$ cat config.mk
export PLATFORM = sky130hd
export DESIGN_NAME = imem_boot_loader
export DESIGN_NICKNAME = d
export VERILOG_FILES = /design/src/rtl/imem_boot_loader.sv
export SDC_FILE = /design/constraint.sdc
export NUM_CORES = 1
export LEC_CHECK = 0
export ABC_AREA = 1
export BUFFER_PORTS_ARGS = -buffer_cell sky130_fd_sc_hd__buf_4
export CORE_MARGIN = 2
export CORE_UTILIZATION = 40
export DETAILED_ROUTE_END_ITERATION = 10
export SLEW_MARGIN = 20
export SYNTH_ARGS = -nofsm -noshare
export SYNTH_HDL_FRONTEND = slang
export SYNTH_SLANG_ARGS = --single-unit
$ cat constraint.sdc
create_clock -name clk -period 5.7 [get_ports clk]
set_input_delay 0 -clock clk [delete_from_list [all_inputs] [get_ports clk]]
set_output_delay 0 -clock clk [all_outputs]
set_load 0.02 [all_outputs]
$ cat src/rtl/imem_boot_loader.sv
// imem_boot_loader
// Fills the instruction memory from a framed byte stream and holds the core
// in reset until the image has been loaded.
//
// Frame: CNT_HI, CNT_LO (16-bit word count N, big-endian), then 4*N payload
// bytes with the most significant byte of each word first. When the macro
// BOOT_CHECKSUM_EN is defined, one trailing byte follows. It must equal the
// XOR of every byte from CNT_HI through the last payload byte.
//
// Handshake: a byte is accepted on a rising edge where rx_valid_i and
// rx_ready_o are both high. rx_ready_o is decoded from the state only. It is
// high while the image is being loaded and low once the loader is finished
// (DONE) or has rejected the image (ERR).
//
// Parameters:
//   MEM_WORDS  - instruction memory depth in words; largest legal N
//   BASE_ADDR  - byte address of the first loaded word (word aligned)
// Ports:
//   clk, rst          - clock, asynchronous active-high reset
//   rx_data_i         - incoming byte
//   rx_valid_i        - rx_data_i valid this cycle
//   rx_ready_o        - loader can accept a byte
//   imem_we_o         - one-cycle instruction memory write strobe
//   imem_addr_o       - byte address of the write (BASE_ADDR + 4*index)
//   imem_wdata_o      - assembled instruction word
//   core_rst_n_o      - active-low core reset; released once the load is done
//   boot_done_o       - sticky; image loaded and accepted
//   boot_err_o        - sticky; image rejected
module imem_boot_loader #(
  parameter int          MEM_WORDS = 256,
  parameter logic [31:0] BASE_ADDR = 32'h0000_0000
) (
  input  logic        clk,
  input  logic        rst,
  input  logic [7:0]  rx_data_i,
  input  logic        rx_valid_i,
  output logic        rx_ready_o,
  output logic        imem_we_o,
  output logic [31:0] imem_addr_o,
  output logic [31:0] imem_wdata_o,
  output logic        core_rst_n_o,
  output logic        boot_done_o,
  output logic        boot_err_o
);

  typedef enum logic [2:0] {
    S_HDR_HI,
    S_HDR_LO,
    S_DATA,
`ifdef BOOT_CHECKSUM_EN
    S_CHK,
`endif
    S_DONE,
    S_ERR
  } state_t;

  // The comparison is 17 bits wide so that a MEM_WORDS of 65536 still works.
  localparam logic [16:0] MAX_N = 17'(MEM_WORDS);

  state_t      state_q, state_d;
  logic [15:0] cnt_q, cnt_d;      // word count N
  logic [15:0] idx_q, idx_d;      // index of the word being assembled
  logic [1:0]  bcnt_q, bcnt_d;    // byte position within the current word
  logic [23:0] word_q, word_d;    // first three bytes of the current word
  logic        we_q, we_d;
  logic [31:0] addr_q, addr_d;
  logic [31:0] wdata_q, wdata_d;
  logic        done_q, done_d;
  logic        err_q, err_d;
  logic        accept;
  logic [15:0] hdr_n;

`ifdef BOOT_CHECKSUM_EN
  logic [7:0]  csum_q, csum_d;
  localparam state_t S_AFTER_LOAD = S_CHK;
`else
  localparam state_t S_AFTER_LOAD = S_DONE;
`endif

  assign rx_ready_o = (state_q != S_DONE) && (state_q != S_ERR);
  assign accept     = rx_valid_i & rx_ready_o;
  assign hdr_n      = {cnt_q[15:8], rx_data_i};

  always_comb begin
    state_d = state_q;
    cnt_d   = cnt_q;
    idx_d   = idx_q;
    bcnt_d  = bcnt_q;
    word_d  = word_q;
    we_d    = 1'b0;
    addr_d  = addr_q;
    wdata_d = wdata_q;
    // The status flags rise one edge after the terminal state is entered.
    done_d  = done_q | (state_q == S_DONE);
    err_d   = err_q | (state_q == S_ERR);
`ifdef BOOT_CHECKSUM_EN
    csum_d  = csum_q;
    if (accept && (state_q != S_CHK)) csum_d = csum_q ^ rx_data_i;
`endif
    case (state_q)
      S_HDR_HI: begin
        if (accept) begin
          cnt_d[15:8] = rx_data_i;
          state_d     = S_HDR_LO;
        end
      end
      S_HDR_LO: begin
        if (accept) begin
          cnt_d[7:0] = rx_data_i;
          idx_d      = 16'd0;
          bcnt_d     = 2'd0;
          if ({1'b0, hdr_n} > MAX_N) state_d = S_ERR;
          else if (hdr_n == 16'd0)   state_d = S_AFTER_LOAD;
          else                       state_d = S_DATA;
        end
      end
      S_DATA: begin
        if (accept) begin
          bcnt_d = bcnt_q + 2'd1;
          word_d = {word_q[15:0], rx_data_i};
          if (bcnt_q == 2'd3) begin
            we_d    = 1'b1;
            wdata_d = {word_q, rx_data_i};
            addr_d  = BASE_ADDR + {14'd0, idx_q, 2'b00};
            idx_d   = idx_q + 16'd1;
            if (idx_q == cnt_q - 16'd1) state_d = S_AFTER_LOAD;
          end
        end
      end
`ifdef BOOT_CHECKSUM_EN
      S_CHK: begin
        if (accept) state_d = (rx_data_i == csum_q) ? S_DONE : S_ERR;
      end
`endif
      default: ;  // S_DONE and S_ERR hold until reset
    endcase
  end

  always_ff @(posedge clk or posedge rst) begin
    if (rst) begin
      state_q <= S_HDR_HI;
      cnt_q   <= 16'd0;
      idx_q   <= 16'd0;
      bcnt_q  <= 2'd0;
      word_q  <= 24'd0;
      we_q    <= 1'b0;
      addr_q  <= BASE_ADDR;
      wdata_q <= 32'd0;
      done_q  <= 1'b0;
      err_q   <= 1'b0;
`ifdef BOOT_CHECKSUM_EN
      csum_q  <= 8'd0;
`endif
    end else begin
      state_q <= state_d;
      cnt_q   <= cnt_d;
      idx_q   <= idx_d;
      bcnt_q  <= bcnt_d;
      word_q  <= word_d;
      we_q    <= we_d;
      addr_q  <= addr_d;
      wdata_q <= wdata_d;
      done_q  <= done_d;
      err_q   <= err_d;
`ifdef BOOT_CHECKSUM_EN
      csum_q  <= csum_d;
`endif
    end
  end

  assign imem_we_o    = we_q;
  assign imem_addr_o  = addr_q;
  assign imem_wdata_o = wdata_q;
  assign boot_done_o  = done_q;
  assign boot_err_o   = err_q;
  assign core_rst_n_o = done_q;

endmodule

==> summary.md <==
| Metric | Value |
|---|---|
| Reg clk slew, reported paths | 70 ps |
| Final Instance Area | 6320 sq um |
| CP Data Required Time | 5940 ps |
| Mapped Cells | 651 |
| Share of the synthesized area in the top cell type | 0.525 |
| Post-Place Cell Area | 5890 sq um |
| Commonest non-fill, non-tap cell in the layout | nand2_1 |
| Worst path depth | 10 |
| HP Class | input pin to asynchronous set/reset pin |
| Hpwl dp | 8570 um |
| Pre-CTS setup slack | 3420 ps |
| CP Max Fanout | 90 |
| R2r worst-path depth | 10 |
| Num CTS Buffers | 9 |
| Slew Limit Fails | 0 |
| Initial DRC Count | 302 |
| Crit start category | flop |
| Largest area contributor in the netlist | dfrtp_1 |
| Hold_buf cts | 10 |
| # DRC | 0 |
| Outcome | complete, no violations |
| Crit path cell chain | nor2_1, nand2_1, nand3_2, nor2_4, nand2_4, buf_4, inv_2, nand2_1, xor2_1, nor2_1 |
| Synth area leaders | dfrtp_1 (53%), nand2_1 (14%), o21ai_0 (6.6%), inv_1 (4.9%), nand3_1 (3.3%) |
| Power per cell area | 242 nW/um^2 |
| Sequential-to-total area share from yosys stat | 0.525 |
| VDD IR-drop max | 0.162 mV |
| Wirelength per Cell | 13.2 um |
| Critical path endpoint category | flop |
| Input/output buffers | 63 |
| CTS Sinks | 112 |
| Synthesis-to-finish area growth | 18.4% |
| Worst Skew | 6.33 ps |
| Largest net degree at the start of global routing | 91 |
| Initial antenna violation count | 0 |
| I/O pins | 80 |
| Detailed Routing Iterations Pass 1 | 5 |
| First-pass GRT wire length | 20300 um |
| Flop-to-flop setup slack | 3410 ps |
| Leak | 3.15 nW |
| Row cnt | 42 |
| GRT Util Overall | 0.178 |
| Post-CTS Setup Inserts | 0 |
| Via/cell ratio | 4.78 |
| Routed wire length | 11800 um |
| Final Hold Vio Count | 0 |
| Kind of critical path | flop to flop |
| CP top delay family | buffers and inverters |
| CP startpoint | state_q[0] |
| Die Ht | 119 um |
| Gp weighted congestion | 0.881 |
| RSZ-0062 raised after global routing | false |
| Worst Path Arrival | 2540 ps |
| Total gr overflow | 0 |
| Number of global-route vias before repair | 4152 |
| # nets final | 729 |
| CTS root buf | clkbuf_16 |
| Die area | 14300 sq um |
| Ys Warns | 0 |
| Worst-skew pair later-pin latency | 360 ps |
| Slew @ Worst Pin | 812 ps |
| Die X | 119 um |
| F_max | 436 MHz |
| Syn_area_per_cell | 8.19 sq um |
| Via count | 4282 |
| Post-route ant nets | 0 |
| Clock Tree Buf Depth | 2 |
| Number of antenna cells inserted | 0 |
| Min Clock Period, post-route | 2290 ps |
| Setup_tns | 0 ps |
| Post-synthesis register bit count | 112 |
| PostCTS Resize Cnt | 0 |
| Worst setup margin | 3410 ps |
| Core Footprint | 13100 sq um |
| Final Cycle Share | 0.402 |
| Crit path buf inv count | 2 |
| Worst R2R Start | state_q[0] |
| CP max-delay cell | buf_4 |
| CP max stage delay | 600 ps |
| Htree depth | 3 |
| CTS tree | built |
| Commonest non-fill, non-tap cells in the layout | nand2_1 (194), dfrtp_1 (112), o21ai_0 (70) |
| Library cells used by synthesis | 32 |
| Layout cell share with drive strength beyond 1 | 0.151 |
| Synthesized cell area | 5330 sq um |
| Starting Density | 0.406 |
| MaxCap Viol Count | 0 |
| Final setup viols | 0 |
| Reg2reg end | idx_q[6] |
| Max-slew headroom | 0.459 |
-- area by class of cell --
type                            instances  area (sq um)
Tap cell                              176           220
Inverter                               72           273
Clock inverter                          6          91.3
Multi-Input combinational cell        443          2090
Clock buffer                           10           239
Timing Repair Buffer                   77           603
Sequential cell                       112          2800
Fill cell                            1334          6820
-- registers in the layout, summed over array words and instances (netlist names) --
| signal | cells |
|---|---|
| boot_done_o | 1 |
| bcnt_q | 2 |
| imem_wdata_o | 32 |
| imem_we_o | 1 |
| imem_addr_o | 16 |
| word_q | 24 |
| idx_q | 16 |
| cnt_q | 16 |
| boot_err_o | 1 |
| state_q | 3 |
-- worst min-delay path: cells and delay by family --
family | cells | cell delay (ps)
buffers and inverters | 3 | 1240
-- cells by family (layout without fill, tap and decap cells) --
group | Yosys count | after routing | share of synthesized area
AOI/OAI and AO/OA | 105 | 105 | 0.100
xor gates and xnor gates | 14 | 14 | 0.0230
adders and majority gates | 3 | 3 | 0.00704
buffers and inverters | 111 | 165 | 0.0936
DFF | 112 | 112 | 0.525
other | 1 | 16 | 0.000703
and+or+nand+nor | 305 | 305 | 0.250
-- Yosys cell counts (all sizes together) --
library cell,instances
clkbuf,10
ha,3
xor2,7
nand2,200
or2,2
xnor2,7
nand3b,1
o21a,1
o211a,1
o21ai,92
dfrtp,112
inv,72
nand4,8
nor4,2
a21oi,10
o211ai,1
nand3,38
nor3,11
nor2,43
conb,1
buf,29
-- how the worst max path moves through the flow --
stage | endpoint | slack, ps
after global routing | idx_q[13] | 3180
final | idx_q[6] | 3410
after floorplan | bcnt_q[0] | 2740
after detailed placement | idx_q[6] | 3420
after global placement | idx_q[6] | 3460
after CTS | idx_q[6] | 3400
-- layer usage --
layer	track usage	vias up	part of all wire
met3	0.0374	15	0.046
li1	-	2165	-
met4	0.0662	0	0.018
met1	0.247	1994	0.47
met5	0	-	0
met2	0.275	108	0.46
-- metrics by stage --
stage	power (mW)	hold slack, ps	std cells	util
after floorplan	0.841	121	666	-
after global placement	0.848	211	870	0.448
after detailed placement	0.849	219	870	0.448
after CTS	1.54	396	896	0.481
after global routing	1.58	416	896	0.481
final	1.53	369	896	0.481
-- power by group --
group	switching, mW	internal (mW)	total, mW
registers	0	0.794	0.794
logic	0.0334	0.0100	0.0434
clock network	0.291	0.400	0.690
Note: power is estimated with default switching activity, not from simulation.
